[config.mk]
export PLATFORM = sky130hd
export DESIGN_NAME = pc_fetch_unit_flat
export DESIGN_NICKNAME = d
export VERILOG_FILES = /design/src/rtl/pc_fetch_unit_pkg.sv /design/src/rtl/pc_fetch_unit_if.sv /design/src/rtl/pc_save_regs.sv /design/src/rtl/pc_fetch_unit.sv /design/src/flat_wrapper.sv
export SDC_FILE = /design/constraint.sdc
export NUM_CORES = 1
export LEC_CHECK = 0
export BUFFER_PORTS_ARGS = -buffer_cell sky130_fd_sc_hd__clkbuf_2
export CORE_ASPECT_RATIO = 0.5
export CORE_MARGIN = 8
export CORE_UTILIZATION = 59
export DETAILED_ROUTE_END_ITERATION = 6
export MAX_ROUTING_LAYER = met4
export PLACE_DENSITY = 0.87
export RECOVER_POWER = 25
export SYNTH_ARGS = -nofsm -noshare
export SYNTH_HDL_FRONTEND = slang
export SYNTH_SLANG_ARGS = --single-unit
[constraint.sdc]
create_clock -name Clk -period 3.64 [get_ports Clk]
set_input_delay 0.364 -clock Clk [delete_from_list [all_inputs] [get_ports Clk]]
set_output_delay 0.364 -clock Clk [all_outputs]
set_load 0.05 [all_outputs]
[src/rtl/pc_fetch_unit_pkg.sv]
// pc_fetch_unit_pkg -- shared definitions for the program counter / fetch
// sequencer of the 9-bit core.
//   pc_state_t : fetch sequencer states
//   PC_W_DEF   : default program counter width (ROM depth 2^PC_W_DEF)
//   kSEL_NONE  : PCRegSelect code meaning "no saved register"
//   sat_inc16  : saturating 16-bit increment used by the perf counters
package pc_fetch_unit_pkg;

    typedef enum logic [1:0] {
        IDLE  = 2'd0,
        ARMED = 2'd1,
        RUN   = 2'd2,
        HALT  = 2'd3
    } pc_state_t;

    localparam int         PC_W_DEF  = 10;
    localparam logic [1:0] kSEL_NONE = 2'b00;

    function automatic logic [15:0] sat_inc16(input logic [15:0] v);
        return (v == 16'hFFFF) ? v : v + 16'd1;
    endfunction

endpackage

[src/rtl/pc_fetch_unit_if.sv]
// pc_fetch_unit_if -- decoder/harness side bundle of the fetch unit.
//   master : harness + control decoder (drives strobes, reads ProgCtr/Done)
//   slave  : pc_fetch_unit
// Signals: Start, Ack, JumpEqual, JumpNotEqual, OffsetEn, PCRegSelect[1:0],
//          SaveEn, OffsetIn[7:0], ZeroIn, FlagWrEn (to fetch unit);
//          ProgCtr[PC_W-1:0], Done, CycleCnt[15:0], TakenCnt[15:0] (from it).
interface pc_fetch_unit_if
    import pc_fetch_unit_pkg::*;
#(
    parameter int PC_W = PC_W_DEF
);
    logic            Start;
    logic            Ack;
    logic            JumpEqual;
    logic            JumpNotEqual;
    logic            OffsetEn;
    logic [1:0]      PCRegSelect;
    logic            SaveEn;
    logic [7:0]      OffsetIn;
    logic            ZeroIn;
    logic            FlagWrEn;
    logic [PC_W-1:0] ProgCtr;
    logic            Done;
    logic [15:0]     CycleCnt;
    logic [15:0]     TakenCnt;

    modport master (
        output Start, Ack, JumpEqual, JumpNotEqual, OffsetEn, PCRegSelect,
               SaveEn, OffsetIn, ZeroIn, FlagWrEn,
        input  ProgCtr, Done, CycleCnt, TakenCnt
    );

    modport slave (
        input  Start, Ack, JumpEqual, JumpNotEqual, OffsetEn, PCRegSelect,
               SaveEn, OffsetIn, ZeroIn, FlagWrEn,
        output ProgCtr, Done, CycleCnt, TakenCnt
    );
endinterface

[src/rtl/pc_save_regs.sv]
// pc_save_regs -- three PC_W-bit saved-address registers (branch targets).
//   clk_i, rst_i : clock, synchronous active-high reset (clears all to 0)
//   en_i         : write enable
//   sel_i        : register select, 01/10/11 -> reg 1/2/3, 00 -> none
//   data_i       : write data
//   rd_data_o    : combinational read of the selected register (00 reads 0)
module pc_save_regs
    import pc_fetch_unit_pkg::*;
#(
    parameter int PC_W = PC_W_DEF
) (
    input  logic            clk_i,
    input  logic            rst_i,
    input  logic            en_i,
    input  logic [1:0]      sel_i,
    input  logic [PC_W-1:0] data_i,
    output logic [PC_W-1:0] rd_data_o
);
    logic [3:1][PC_W-1:0] regs_q;

    always_ff @(posedge clk_i) begin
        if (rst_i) begin
            regs_q <= '0;
        end else if (en_i && sel_i != kSEL_NONE) begin
            regs_q[sel_i] <= data_i;
        end
    end

    always_comb begin
        rd_data_o = '0;
        case (sel_i)
            2'b01:   rd_data_o = regs_q[1];
            2'b10:   rd_data_o = regs_q[2];
            2'b11:   rd_data_o = regs_q[3];
            default: rd_data_o = '0;
        endcase
    end
endmodule

[src/rtl/pc_fetch_unit.sv]
// pc_fetch_unit -- program counter and fetch sequencer for the 9-bit core.
// Drives the instruction ROM address, executes je/jne/spc strobes from the
// decoder against three saved-address registers, and runs the Start/Done
// handshake with the test harness (IDLE -> ARMED -> RUN -> HALT).
//   Clk   : clock, all state on the rising edge
//   Reset : synchronous, active-high, highest priority
//   bus   : pc_fetch_unit_if.slave (strobes in; ProgCtr/Done/counters out)
// Build option: define PC_PERF_CNT_EN to implement CycleCnt/TakenCnt;
// without it both outputs are tied to 0 and no counter registers exist.
module pc_fetch_unit
    import pc_fetch_unit_pkg::*;
#(
    parameter int PC_W = PC_W_DEF
) (
    input  logic           Clk,
    input  logic           Reset,
    pc_fetch_unit_if.slave bus
);
    pc_state_t       state_q, state_d;
    logic [PC_W-1:0] pc_q, pc_d;
    logic [PC_W-1:0] pc_inc, save_data, target;
    logic            eq_q, eq_d;
    logic            done_q, done_d;
    logic            in_run, sel_valid, jump_hit, exec, taken, save_wr;

    assign in_run    = (state_q == RUN);
    assign sel_valid = (bus.PCRegSelect != kSEL_NONE);
    // Both je and jne high always hits, since one of the terms must be true.
    assign jump_hit  = (bus.JumpEqual & eq_q) | (bus.JumpNotEqual & ~eq_q);
    // An instruction only takes effect when the run is neither aborted nor halting.
    assign exec      = in_run & ~bus.Start & ~bus.Ack;
    assign taken     = exec & jump_hit & sel_valid;
    assign save_wr   = exec & bus.SaveEn & sel_valid & ~taken;

    // Natural wrap modulo 2^PC_W for both the increment and the saved value.
    assign pc_inc    = pc_q + PC_W'(1);
    assign save_data = pc_inc + (bus.OffsetEn ? PC_W'(bus.OffsetIn) : '0);

    pc_save_regs #(.PC_W(PC_W)) u_save_regs (
        .clk_i     (Clk),
        .rst_i     (Reset),
        .en_i      (save_wr),
        .sel_i     (bus.PCRegSelect),
        .data_i    (save_data),
        .rd_data_o (target)
    );

    always_comb begin
        state_d = state_q;
        pc_d    = pc_q;
        case (state_q)
            IDLE: begin
                pc_d = '0;
                if (bus.Start) state_d = ARMED;
            end
            ARMED: begin
                pc_d = '0;
                if (!bus.Start) state_d = RUN;
            end
            RUN: begin
                if (bus.Start) begin
                    state_d = ARMED;
                    pc_d    = '0;
                end else if (bus.Ack) begin
                    state_d = HALT;
                end else if (taken) begin
                    pc_d = target;
                end else begin
                    pc_d = pc_inc;
                end
            end
            HALT: begin
                if (bus.Start) begin
                    state_d = ARMED;
                    pc_d    = '0;
                end
            end
            default: begin
                state_d = IDLE;
                pc_d    = '0;
            end
        endcase
    end

    // Jump decision above used eq_q; the new flag is visible next cycle.
    assign eq_d   = (in_run && bus.FlagWrEn) ? bus.ZeroIn : eq_q;
    assign done_d = (state_d == HALT);

    always_ff @(posedge Clk) begin
        if (Reset) begin
            state_q <= IDLE;
            pc_q    <= '0;
            eq_q    <= 1'b0;
            done_q  <= 1'b0;
        end else begin
            state_q <= state_d;
            pc_q    <= pc_d;
            eq_q    <= eq_d;
            done_q  <= done_d;
        end
    end

    assign bus.ProgCtr = pc_q;
    assign bus.Done    = done_q;

`ifdef PC_PERF_CNT_EN
    logic [15:0] cyc_q, cyc_d, tkn_q, tkn_d;
    logic        arm_entry;

    assign arm_entry = (state_d == ARMED) && (state_q != ARMED);

    always_comb begin
        cyc_d = cyc_q;
        tkn_d = tkn_q;
        if (arm_entry) begin
            cyc_d = '0;
            tkn_d = '0;
        end else begin
            if (in_run) cyc_d = sat_inc16(cyc_q);
            if (taken)  tkn_d = sat_inc16(tkn_q);
        end
    end

    always_ff @(posedge Clk) begin
        if (Reset) begin
            cyc_q <= '0;
            tkn_q <= '0;
        end else begin
            cyc_q <= cyc_d;
            tkn_q <= tkn_d;
        end
    end

    assign bus.CycleCnt = cyc_q;
    assign bus.TakenCnt = tkn_q;
`else
    assign bus.CycleCnt = '0;
    assign bus.TakenCnt = '0;
`endif

endmodule

[src/flat_wrapper.sv]
// flat-port wrapper written by rule: the top's interface ports become plain ports
module pc_fetch_unit_flat import pc_fetch_unit_pkg::*;
#(
    parameter int PC_W = PC_W_DEF
)
  (Clk, Reset, bus_Start, bus_Ack, bus_JumpEqual, bus_JumpNotEqual, bus_OffsetEn, bus_PCRegSelect, bus_SaveEn, bus_OffsetIn, bus_ZeroIn, bus_FlagWrEn, bus_ProgCtr, bus_Done, bus_CycleCnt, bus_TakenCnt);
  pc_fetch_unit_if #(.PC_W(PC_W)) bus_i ();
  input  logic Clk;
  input  logic Reset;
  input wire logic [$bits(bus_i.Start)-1:0] bus_Start;
  input wire logic [$bits(bus_i.Ack)-1:0] bus_Ack;
  input wire logic [$bits(bus_i.JumpEqual)-1:0] bus_JumpEqual;
  input wire logic [$bits(bus_i.JumpNotEqual)-1:0] bus_JumpNotEqual;
  input wire logic [$bits(bus_i.OffsetEn)-1:0] bus_OffsetEn;
  input wire logic [$bits(bus_i.PCRegSelect)-1:0] bus_PCRegSelect;
  input wire logic [$bits(bus_i.SaveEn)-1:0] bus_SaveEn;
  input wire logic [$bits(bus_i.OffsetIn)-1:0] bus_OffsetIn;
  input wire logic [$bits(bus_i.ZeroIn)-1:0] bus_ZeroIn;
  input wire logic [$bits(bus_i.FlagWrEn)-1:0] bus_FlagWrEn;
  output wire logic [$bits(bus_i.ProgCtr)-1:0] bus_ProgCtr;
  output wire logic [$bits(bus_i.Done)-1:0] bus_Done;
  output wire logic [$bits(bus_i.CycleCnt)-1:0] bus_CycleCnt;
  output wire logic [$bits(bus_i.TakenCnt)-1:0] bus_TakenCnt;
  assign bus_i.Start = bus_Start;
  assign bus_i.Ack = bus_Ack;
  assign bus_i.JumpEqual = bus_JumpEqual;
  assign bus_i.JumpNotEqual = bus_JumpNotEqual;
  assign bus_i.OffsetEn = bus_OffsetEn;
  assign bus_i.PCRegSelect = bus_PCRegSelect;
  assign bus_i.SaveEn = bus_SaveEn;
  assign bus_i.OffsetIn = bus_OffsetIn;
  assign bus_i.ZeroIn = bus_ZeroIn;
  assign bus_i.FlagWrEn = bus_FlagWrEn;
  assign bus_ProgCtr = bus_i.ProgCtr;
  assign bus_Done = bus_i.Done;
  assign bus_CycleCnt = bus_i.CycleCnt;
  assign bus_TakenCnt = bus_i.TakenCnt;
  pc_fetch_unit #(.PC_W(PC_W)) u_core (.Clk(Clk), .Reset(Reset), .bus(bus_i));
endmodule
==> key figures <==
Clock network
  • Max clock buf depth: 2
  • TritonCTS clock tree: built
  • Post-CTS Setup Bufs: 0
  • Clk sinks: 44
  • Clock transition at the registers of the reported paths: 0.09 ns
  • H-tree depth: 2
  • CTS buffer count: 5
  • Clock Latency Late Sink: 0.31 ns
  • Root buffer cell: clkbuf_8
  • Post-CTS Hold Buffers: 0
  • Post-CTS sizing: 0

Yosys
  • Post-synthesis cell area: 0.00285 sq mm
  • Cells after Synth: 354
  • Syn_area_per_cell: 8.05 sq um
  • Post-synthesis sequential area ratio: 30.9%
  • Fraction of registers with async set/reset: 0%
  • Top_reg_cell synth: dfxtp_1
  • Main area contributors after synthesis: dfxtp_1 (31%), buf_4 (8.4%), nand2_1 (7.5%)
  • EDFF count, synth: 0
  • Synthesis-stage register bit count: 44
  • Synth unique cells: 45
  • Yosys top cell area share: 30.9%
  • Number of warnings issued by yosys: 0
  • Largest area contributor in the netlist: dfxtp_1

Timing
  • Slew Viols, Final: 0
  • Final period utilization: 70.9%
  • Slew headroom: 37.4%
  • Final setup TNS: 0 ns
  • Fin. Hold Viols: 0
  • Clk_skew: 0.0139 ns
  • Peak Freq: 0.387 GHz
  • Final Setup Violations: 0
  • Hold WS: 0.301 ns
  • Tightest Pin Transition: 0.939 ns
  • Post-layout min period: 2.58 ns
  • RSZ-0062 raised after global routing: no

Worst setup path
  • Nature of the critical path endpoint: register
  • Crit Path Class: register to register
  • Crit-path cells: ha_1, nand3_1, xnor2_1, ha_1, a21oi_1, nand2_1, o211a_1, o21a_1, o41ai_1
  • Crit path max-delay cell type: dfxtp_1
  • Slowest cell delay on critical path: 0.44 ns
  • Worst path top cell family by delay: compound AO/OA/AOI/OAI gates
  • Worst Path Arrival: 2.78 ns
  • CP most frequent cell: ha_1
  • Critical path startpoint category: register
  • Crit path buffers/inverters: 0
  • Critical Path RT: 3.84 ns
  • CP max FO: 7

GRT
  • First-pass GRT wire length: 11000 microns
  • Pin count of the biggest net entering global routing: 53
  • GRT Total Usage: 18.7%
  • Initial antenna violation count: 0
  • GR Overflow Total: 0
  • Vias in the first global route: 2363

Run
  • MaxCap Viol Count: 0

Final layout
  • Area Growth Syn to Fin: 5.14%
  • Layout cells sized above 1: 11.7%
  • ANT cells: 0
  • Nets: 407
  • Fillers: 417
  • Cell Count, Final, Fillers Out: 445

Power and ir drop
  • Worst-case vdd ir drop: 0.264 mV
  • Power Total: 1.03 mW
  • P_leak: 1.13 nW
  • Power Density: 345 mW/mm^2

Floorplan
  • Row Count: 18
  • Initial Util: 59.4%
  • Die area: 0.00744 sq mm
  • Die width: 114 microns
  • Core area: 0.00480 sq mm
  • Boundary Pins: 63
  • Die Span Y: 65.1 microns

Detailed routing
  • WL/cell: 15.6 microns
  • Initial DRC count: 292
  • DR pass1 iterations: 5
  • Routed vias/inst: 5.74
  • Vias: 2556
  • DRC errors left: 0
  • Final WL: 6920 microns
  • Post-route ant nets: 0

Hold path
  • Hold Crit Class: primary input to register

Placement
  • Port Buf Inserts: 30
  • GPL Wtd Cong: 0.923
  • Placed Cells: 437
  • Post-DP HPWL: 5370 microns

Run status
  • Status: completed
==> report_power, final <==
group	internal [mW]	switching (mW)	leakage [nW]
sequential	0.484	0.00272	0.354
clock	0.207	0.182	0.0548
combinational	0.0325	0.126	0.725
total	0.723	0.311	1.13
==> worst register-to-register path, stage by stage, from the launching register on <==
cell     delay [ns]
dfxtp_1        0.44
ha_1           0.23
nand3_1        0.16
xnor2_1        0.23
ha_1           0.32
a21oi_1        0.17
nand2_1        0.10
o211a_1        0.30
o21a_1         0.24
o41ai_1        0.31
==> cells in the final DEF (no fill, tap or decap), drive strengths merged, types with 7 or more instances in the layout <==
cell     n
a21oi   34
dfxtp   44
mux2    10
nor2    24
o211ai  13
and2     9
nand3b   9
ha      12
nand2   57
nand3    8
clkbuf  35
a22oi   11
xnor2    7
conb    32
==> area by class of cell <==
| cell class | instances | area (sq um) | share of cell area, % |
|---|---|---|---|
| Timing Repair Buffer | 31 | 144 | 4.80 |
| Multi-Input combinational cell | 287 | 1750 | 58.4 |
| Sequential cell | 44 | 881 | 29.4 |
| Clock buffer | 5 | 68.8 | 2.30 |
| Tap cell | 70 | 87.6 | 2.92 |
| Clock inverter | 3 | 46.3 | 1.55 |
| Inverter | 5 | 18.8 | 0.627 |
==> kinds of logic (layout without fill, tap and decap cells) <==
family | after synthesis | count (layout) | share of synthesized area, %
flops | 44 | 44 | 30.9
xor+xnor | 13 | 13 | 4.00
buf+inv | 54 | 44 | 11.8
fa+ha+maj | 13 | 13 | 5.97
mux | 12 | 12 | 4.66
simple gates | 131 | 131 | 22.5
compound gates | 86 | 86 | 20.0
other cells | 1 | 32 | 0.132
==> layer usage <==
| layer | routed length, microns | GRT usage [%] | up-vias |
|---|---|---|---|
| met4 | 165 | 6.40 | 0 |
| met3 | 645 | 3.84 | 22 |
| li1 | - | - | 1224 |
| met1 | 3020 | 23.4 | 1187 |
| met5 | 0 | - | - |
| met2 | 3100 | 29.7 | 123 |
==> state kept, by name (all words and copies together) (netlist names) <==
name,flops
u_core.u_save_regs.regs_q,30
u_core.bus.Done,1
u_core.bus.ProgCtr,10
u_core.state_q,2
u_core.eq_q,1
==> per-stage QoR <==
step	setup slack, ns	cell area (sq um)	utilization, %
3_3_place_gp	1.24	2890	60.3
5_1_grt	0.836	3000	62.4
4_1_cts	1.09	3010	62.7
6_report	1.06	3000	62.4
3_5_place_dp	1.10	2890	60.3
2_1_floorplan	0.931	2970	-
==> Yosys cell counts, drive strengths merged (9+ instances only) <==
cell	n
nand3b	9
a22oi	11
dfxtp	44
mux2	10
a21oi	34
nor2	24
o211ai	13
ha	12
nand2	57
buf	38
clkbuf	11
and2	9
==> final timing paths <==
path                                        startpoint                                          to  slack, ns  cells past startpoint
max                 u_core.bus.ProgCtr[0]$_SDFFE_PP0P_  u_core.u_save_regs.regs_q[17]$_SDFFE_PP0P_       1.06                      9
min                                         bus_ZeroIn                    u_core.eq_q$_SDFFE_PP0P_       0.30                      3
max reg2reg         u_core.bus.ProgCtr[0]$_SDFFE_PP0P_  u_core.u_save_regs.regs_q[17]$_SDFFE_PP0P_       1.06                      9
min reg2reg  u_core.u_save_regs.regs_q[1]$_SDFFE_PP0P_   u_core.u_save_regs.regs_q[1]$_SDFFE_PP0P_       0.46                      2
Power figures use the tool's default switching activity.
